## config.mk

```make
export PLATFORM = sky130hd
export DESIGN_NAME = uart_frame_rx
export DESIGN_NICKNAME = d
export VERILOG_FILES = /design/src/rtl/uart_frame_rx.sv
export SDC_FILE = /design/constraint.sdc
export NUM_CORES = 1
export LEC_CHECK = 0
export BUFFER_PORTS_ARGS = -buffer_cell sky130_fd_sc_hd__buf_4
export CAP_MARGIN = 20
export CORE_UTILIZATION = 45
export CTS_CLUSTER_DIAMETER = 80
export DETAILED_ROUTE_END_ITERATION = 8
export GPL_ROUTABILITY_DRIVEN = 0
export PLACE_DENSITY = 0.75
export SLEW_MARGIN = 30
export SYNTH_ARGS = -nofsm -noshare
export SYNTH_HDL_FRONTEND = slang
export SYNTH_SLANG_ARGS = --single-unit
```

## constraint.sdc

```tcl
create_clock -name clk -period 28.5 [get_ports clk]
set_clock_uncertainty 0.2 [all_clocks]
set_input_delay 1.425 -clock clk [delete_from_list [all_inputs] [get_ports clk]]
set_output_delay 1.425 -clock clk [all_outputs]
set_load 0.005 [all_outputs]
```

## src/rtl/uart_frame_rx.sv

```systemverilog
// rtl/uart_frame_rx.sv - header-hunting fixed-length frame assembler with additive checksum
module uart_frame_rx #(
    parameter int          FRAME_BYTES    = 40,
    parameter logic [7:0]  HEADER0        = 8'hEB,
    parameter logic [7:0]  HEADER1        = 8'h90,
    parameter int          GAP_CYCLES     = 2000,
    parameter int          TIMEOUT_CYCLES = 5000000
) (
    input  logic                     clk,
    input  logic                     reset,
    input  logic [7:0]               rx_data,
    input  logic                     rx_valid,
    output logic [8*FRAME_BYTES-1:0] rx_frame,
    output logic                     rx_frame_done,
    output logic                     check_sum_error,
    output logic                     comNoResponse
);

    localparam int BW = 8 * (FRAME_BYTES - 2);
    localparam int IW = $clog2(FRAME_BYTES);
    localparam int GW = $clog2(GAP_CYCLES + 1);
    localparam int TW = $clog2(TIMEOUT_CYCLES + 1);
    localparam logic [IW-1:0] LAST_IDX = IW'(FRAME_BYTES - 1);
    localparam logic [GW-1:0] GAP_LAST = GW'(GAP_CYCLES - 1);
    localparam logic [TW-1:0] TO_MAX   = TW'(TIMEOUT_CYCLES);

    typedef enum logic [1:0] {IDLE, HDR1, BODY} state_t;

    state_t          state, state_nxt;
    // Header bytes are constants, so only the bytes after them are stored.
    logic [BW-1:0]   body_sr;
    logic [IW-1:0]   idx;
    logic [7:0]      acc;
    logic [GW-1:0]   gap_cnt;
    logic [TW-1:0]   to_cnt;
    logic            pend_good, pend_bad;
    logic            hdr_ok, body_byte, last_byte, gap_abort;

    always_ff @(posedge clk or posedge reset) begin
        if (reset) state <= IDLE;
        else       state <= state_nxt;
    end

    always_comb begin
        state_nxt = state;
        hdr_ok    = 1'b0;
        body_byte = 1'b0;
        last_byte = 1'b0;
        gap_abort = 1'b0;
        case (state)
            IDLE: begin
                if (rx_valid && rx_data == HEADER0) state_nxt = HDR1;
            end
            HDR1: begin
                if (rx_valid) begin
                    if (rx_data == HEADER1) begin
                        state_nxt = BODY;
                        hdr_ok    = 1'b1;
                    end else if (rx_data != HEADER0) begin
                        state_nxt = IDLE;
                    end
                end else if (gap_cnt == GAP_LAST) begin
                    gap_abort = 1'b1;
                    state_nxt = IDLE;
                end
            end
            BODY: begin
                if (rx_valid) begin
                    body_byte = 1'b1;
                    if (idx == LAST_IDX) begin
                        last_byte = 1'b1;
                        state_nxt = IDLE;
                    end
                end else if (gap_cnt == GAP_LAST) begin
                    gap_abort = 1'b1;
                    state_nxt = IDLE;
                end
            end
            default: state_nxt = IDLE;
        endcase
    end

    always_ff @(posedge clk or posedge reset) begin
        if (reset) begin
            body_sr         <= '0;
            idx             <= '0;
            acc             <= '0;
            gap_cnt         <= '0;
            to_cnt          <= '0;
            pend_good       <= 1'b0;
            pend_bad        <= 1'b0;
            rx_frame        <= '0;
            rx_frame_done   <= 1'b0;
            check_sum_error <= 1'b0;
        end else begin
            if (state == IDLE || rx_valid || gap_abort) gap_cnt <= '0;
            else                                        gap_cnt <= gap_cnt + 1'b1;

            if (hdr_ok) begin
                idx <= IW'(2);
                acc <= '0;
            end else if (gap_abort) begin
                idx <= '0;
            end else if (body_byte) begin
                body_sr <= {body_sr[BW-9:0], rx_data};
                if (last_byte) begin
                    idx <= '0;
                end else begin
                    idx <= idx + 1'b1;
                    acc <= acc + rx_data;
                end
            end

            // Completion is flagged here and applied to the outputs one edge later.
            pend_good     <= last_byte && (rx_data == acc);
            pend_bad      <= last_byte && (rx_data != acc);
            rx_frame_done <= pend_good;
            if (pend_good) begin
                rx_frame        <= {HEADER0, HEADER1, body_sr};
                check_sum_error <= 1'b0;
            end else if (pend_bad) begin
                check_sum_error <= 1'b1;
            end

            if (pend_good)             to_cnt <= '0;
            else if (to_cnt != TO_MAX) to_cnt <= to_cnt + 1'b1;
        end
    end

    assign comNoResponse = (to_cnt == TO_MAX);

endmodule
```

==> flow_metrics.py <==
metrics = {
    "min_path": {
        "hp-class": "reg2reg",
        "hp-start": "pend_bad",
        "min_to": "check_sum_error",
        "holdPathStages": 2,
    },
    "run": {
        "drv_cap": 0,
    },
    "clock_network": {
        "htree_levels": 3,
        "cts.clk_slew.worst_paths_ns": 0.06,
        "cts_buffer_depth": 3,
        "post_cts_buffers": 0,
        "cts_tree": "built",
        "clock_sinks": 663,
        "cts_resized": 0,
        "insertion_delay_ns": 0.59,
        "cts_hold_buf": 0,
        "root_buffer": "clkbuf_16",
        "cts_buffers": 69,
    },
    "power_and_ir_drop": {
        "power_density_mw_per_mm2": 60.7,
        "p_leak_nw": 16.4,
        "peakVddDrop_mv": 0.0478,
    },
    "detailed_routing": {
        "drc": 0,
        "final_antenna_net_count": 0,
        "drtPass1Iterations": 4,
        "wl_microns": 51400,
        "drt_iter0_drc": 724,
        "route.vias.total": 14100,
        "routed_via_density": 5.12,
        "wl_per_cell_microns": 18.7,
    },
    "final_layout": {
        "antenna_cells": 0,
        "num-nets-final": 1972,
        "drive_gt1_share_pct": 40.1,
        "regArea_sq_mm": 0.0166,
        "area_delta_synth_final_pct": 20.7,
        "num-fill-cells": 4514,
        "multi_input_comb_area_sq_mm": 0.00843,
        "post-route-util_pct": 54.9,
    },
    "worst_setup_path": {
        "cp-start-kind": "primary input",
        "required_ns": 28.76,
        "crit_chain": "buf_4 -> nand3b_1 -> nor3_4 -> nor2_4 -> buf_6 -> buf_4 -> buf_4 -> mux2_1",
        "worstPathMaxFanout": 86,
        "crit_path_frequent_cell": "buf_4",
        "crit_path_end_kind": "flop",
        "r2r-end": "body_sr[197]",
        "rrSetupSlack_ns": 24.17,
        "cp_slowest_cell": "buf_4",
        "reg2reg_depth": 9,
        "crit_arrival_ns": 4.79,
        "cp_slowest_stage_delay_ns": 0.87,
        "r2r-start": "state[1]",
        "worstSetupStartpoint": "rx_valid",
        "path_class": "in2reg",
    },
    "synthesis": {
        "avgSynthCellArea_sq_um": 15.8,
        "synth_edf_count": 0,
        "ys.flop_type": "dfrtp_1",
        "netlist.area_leader.share_pct": 64.9,
        "synthCells": 1615,
        "async_flop_share_pct": 100,
        "synth_warnings": 0,
        "synth_top_family_by_area": "multiplexers",
        "synthAdderAreaFrac_pct": 0.812,
        "synthSimpleGateAreaFrac_pct": 3.12,
        "synthXorXnorAreaFrac_pct": 1.20,
        "ys_types": 46,
        "yosysSeqAreaShare_pct": 64.9,
        "syn_area_sq_mm": 0.0256,
        "synth-compound-area-share_pct": 0.807,
        "synth_mux_area_share_pct": 26.9,
        "synth.ff_latch_count": 663,
        "synth_area_leaders": "dfrtp_1 65%, mux2_2 15%, mux2_1 11%, buf_4 0.79%, nor2_1 0.79%",
        "synth_largest_area_cell": "dfrtp_1",
    },
    "floorplan": {
        "die_w_microns": 240,
        "core_sq_mm": 0.0563,
        "start_util_pct": 45.5,
        "die-area_sq_mm": 0.0578,
        "io_pins": 334,
        "die_h_microns": 240,
        "fp-row-count": 87,
    },
    "global_routing": {
        "antenna_found_initial": 0,
        "grt_usage_pct": 18.2,
        "grt_pass1_wl_microns": 82900,
        "gr-total-overflow": 0,
        "grt_max_degree": 188,
        "grt_pass1_vias": 14600,
    },
    "sta": {
        "fin_crit_ns": 4.53,
        "hold_ws_ns": 0.278,
        "max-slew-margin-rel_pct": 35.5,
        "finalWorstSetupSlack_ns": 23.97,
        "grt_setup_unrepaired": "false",
        "hold_violations": 0,
        "drv_slew": 0,
        "worst_slew_pin_slew_ns": 0.967,
        "max_freq_ghz": 0.221,
        "setup_violations": 0,
        "post-route-period-util_pct": 15.9,
        "fin_setup_tns_ns": 0,
    },
    "placement": {
        "dpl.hpwl_microns": 33900,
        "pre_cts_slack_ns": 23.29,
        "port_buffers": 325,
    },
    "status": {
        "status": "finished, final reports clean",
    },
}
-- worst max-delay path: cells and delay by family --
family,cells,cell delay (ns)
buf+inv,4,2.45
mux,1,0.39
simple gates,3,0.37
-- Yosys cell counts, drive strengths merged, types with 2 or more instances --
library cell  instances
dfrtp               663
mux2                608
nor2                 55
buf                  45
clkbuf               43
nand2                27
xor2                 20
nand3                16
ha                   15
xnor2                15
a21oi                13
and3                 10
inv                  10
nand4                 9
nor3                  9
o21ai                 9
nor3b                 5
a211oi                4
nor2b                 4
and4                  3
mux2i                 3
nor4                  3
or3                   3
a32o                  2
and2                  2
nand2b                2
nand4b                2
nor4b                 2
o21bai                2
or2                   2
-- registers in the layout, indices dropped and copies added, names as in the netlist --
signal,cells
rx_frame_done,1
acc,8
body_sr,304
idx,6
state,2
rx_frame,305
check_sum_error,1
gap_cnt,11
to_cnt,23
pend_bad,1
pend_good,1
-- per-layer routing --
| metal | routed length, microns | global-route usage, % |
|---|---|---|
| met5 | 0 | 0 |
| met3 | 2490 | 4.55 |
| met1 | 22000 | 23.9 |
| met2 | 25400 | 29.2 |
| met4 | 1510 | 6.68 |
-- power breakdown --
group	total, mW	switching [mW]	internal, mW	leakage (nW)
clock	0.894	0.357	0.537	1.12
sequential	0.946	0.00213	0.943	9.25
combinational	0.0347	0.0271	0.00762	6.04
total	1.87	0.386	1.49	16.4
-- cells in the final DEF, fill, tap and decap left out, types with 9 or more instances in the layout --
master,instances
dfrtp_1,662
mux2_2,348
buf_4,332
mux2_1,260
clkbuf_16,71
nor2_1,54
nand2_1,27
xor2_1,20
nand3_1,16
xnor2_1,15
ha_1,15
clkbuf_1,15
clkinv_2,14
a21oi_1,13
and3_1,10
clkbuf_8,10
inv_1,9
nand4_1,9
o21ai_0,9
-- per-stage QoR --
step | instances | instance area [sq um] | power [mW]
after floorplan | 1622 | 25600 | 0.989
after global placement | 2629 | 28600 | 0.997
after detailed placement | 2629 | 28600 | 0.999
after CTS | 2749 | 30800 | 1.90
after global routing | 2750 | 30900 | 1.94
final | 2750 | 30900 | 1.87
-- cell type report --
| class | instances | share of cell area [%] |
|---|---|---|
| timing repair buffer | 340 | 8.44 |
| clock buffer | 96 | 6.38 |
| clock inverter | 24 | 0.944 |
| inverter | 10 | 0.146 |
| sequential | 663 | 53.7 |
| tap | 756 | 3.06 |
| multi-input combinational | 861 | 27.3 |
-- worst max path at each step --
stage	to	slack (ns)	cells past startpoint
floorplan	acc[0]	8.29	1
global placement	body_sr[264]	23.19	8
detailed placement	body_sr[51]	23.29	5
CTS	rx_frame[64]	23.94	5
global route	body_sr[213]	23.77	8
finish	body_sr[197]	23.97	8
-- logic make-up (layout without fill, tap and decap cells) --
group / after synthesis / count (layout)
simple gates: 157 / 157
flops: 663 / 663
xor+xnor: 35 / 35
fa+ha+maj: 16 / 16
buf+inv: 98 / 470
other cells: 1 / 8
mux: 611 / 611
compound gates: 34 / 34
No activity file was read; power rests on OpenSTA's default activity.
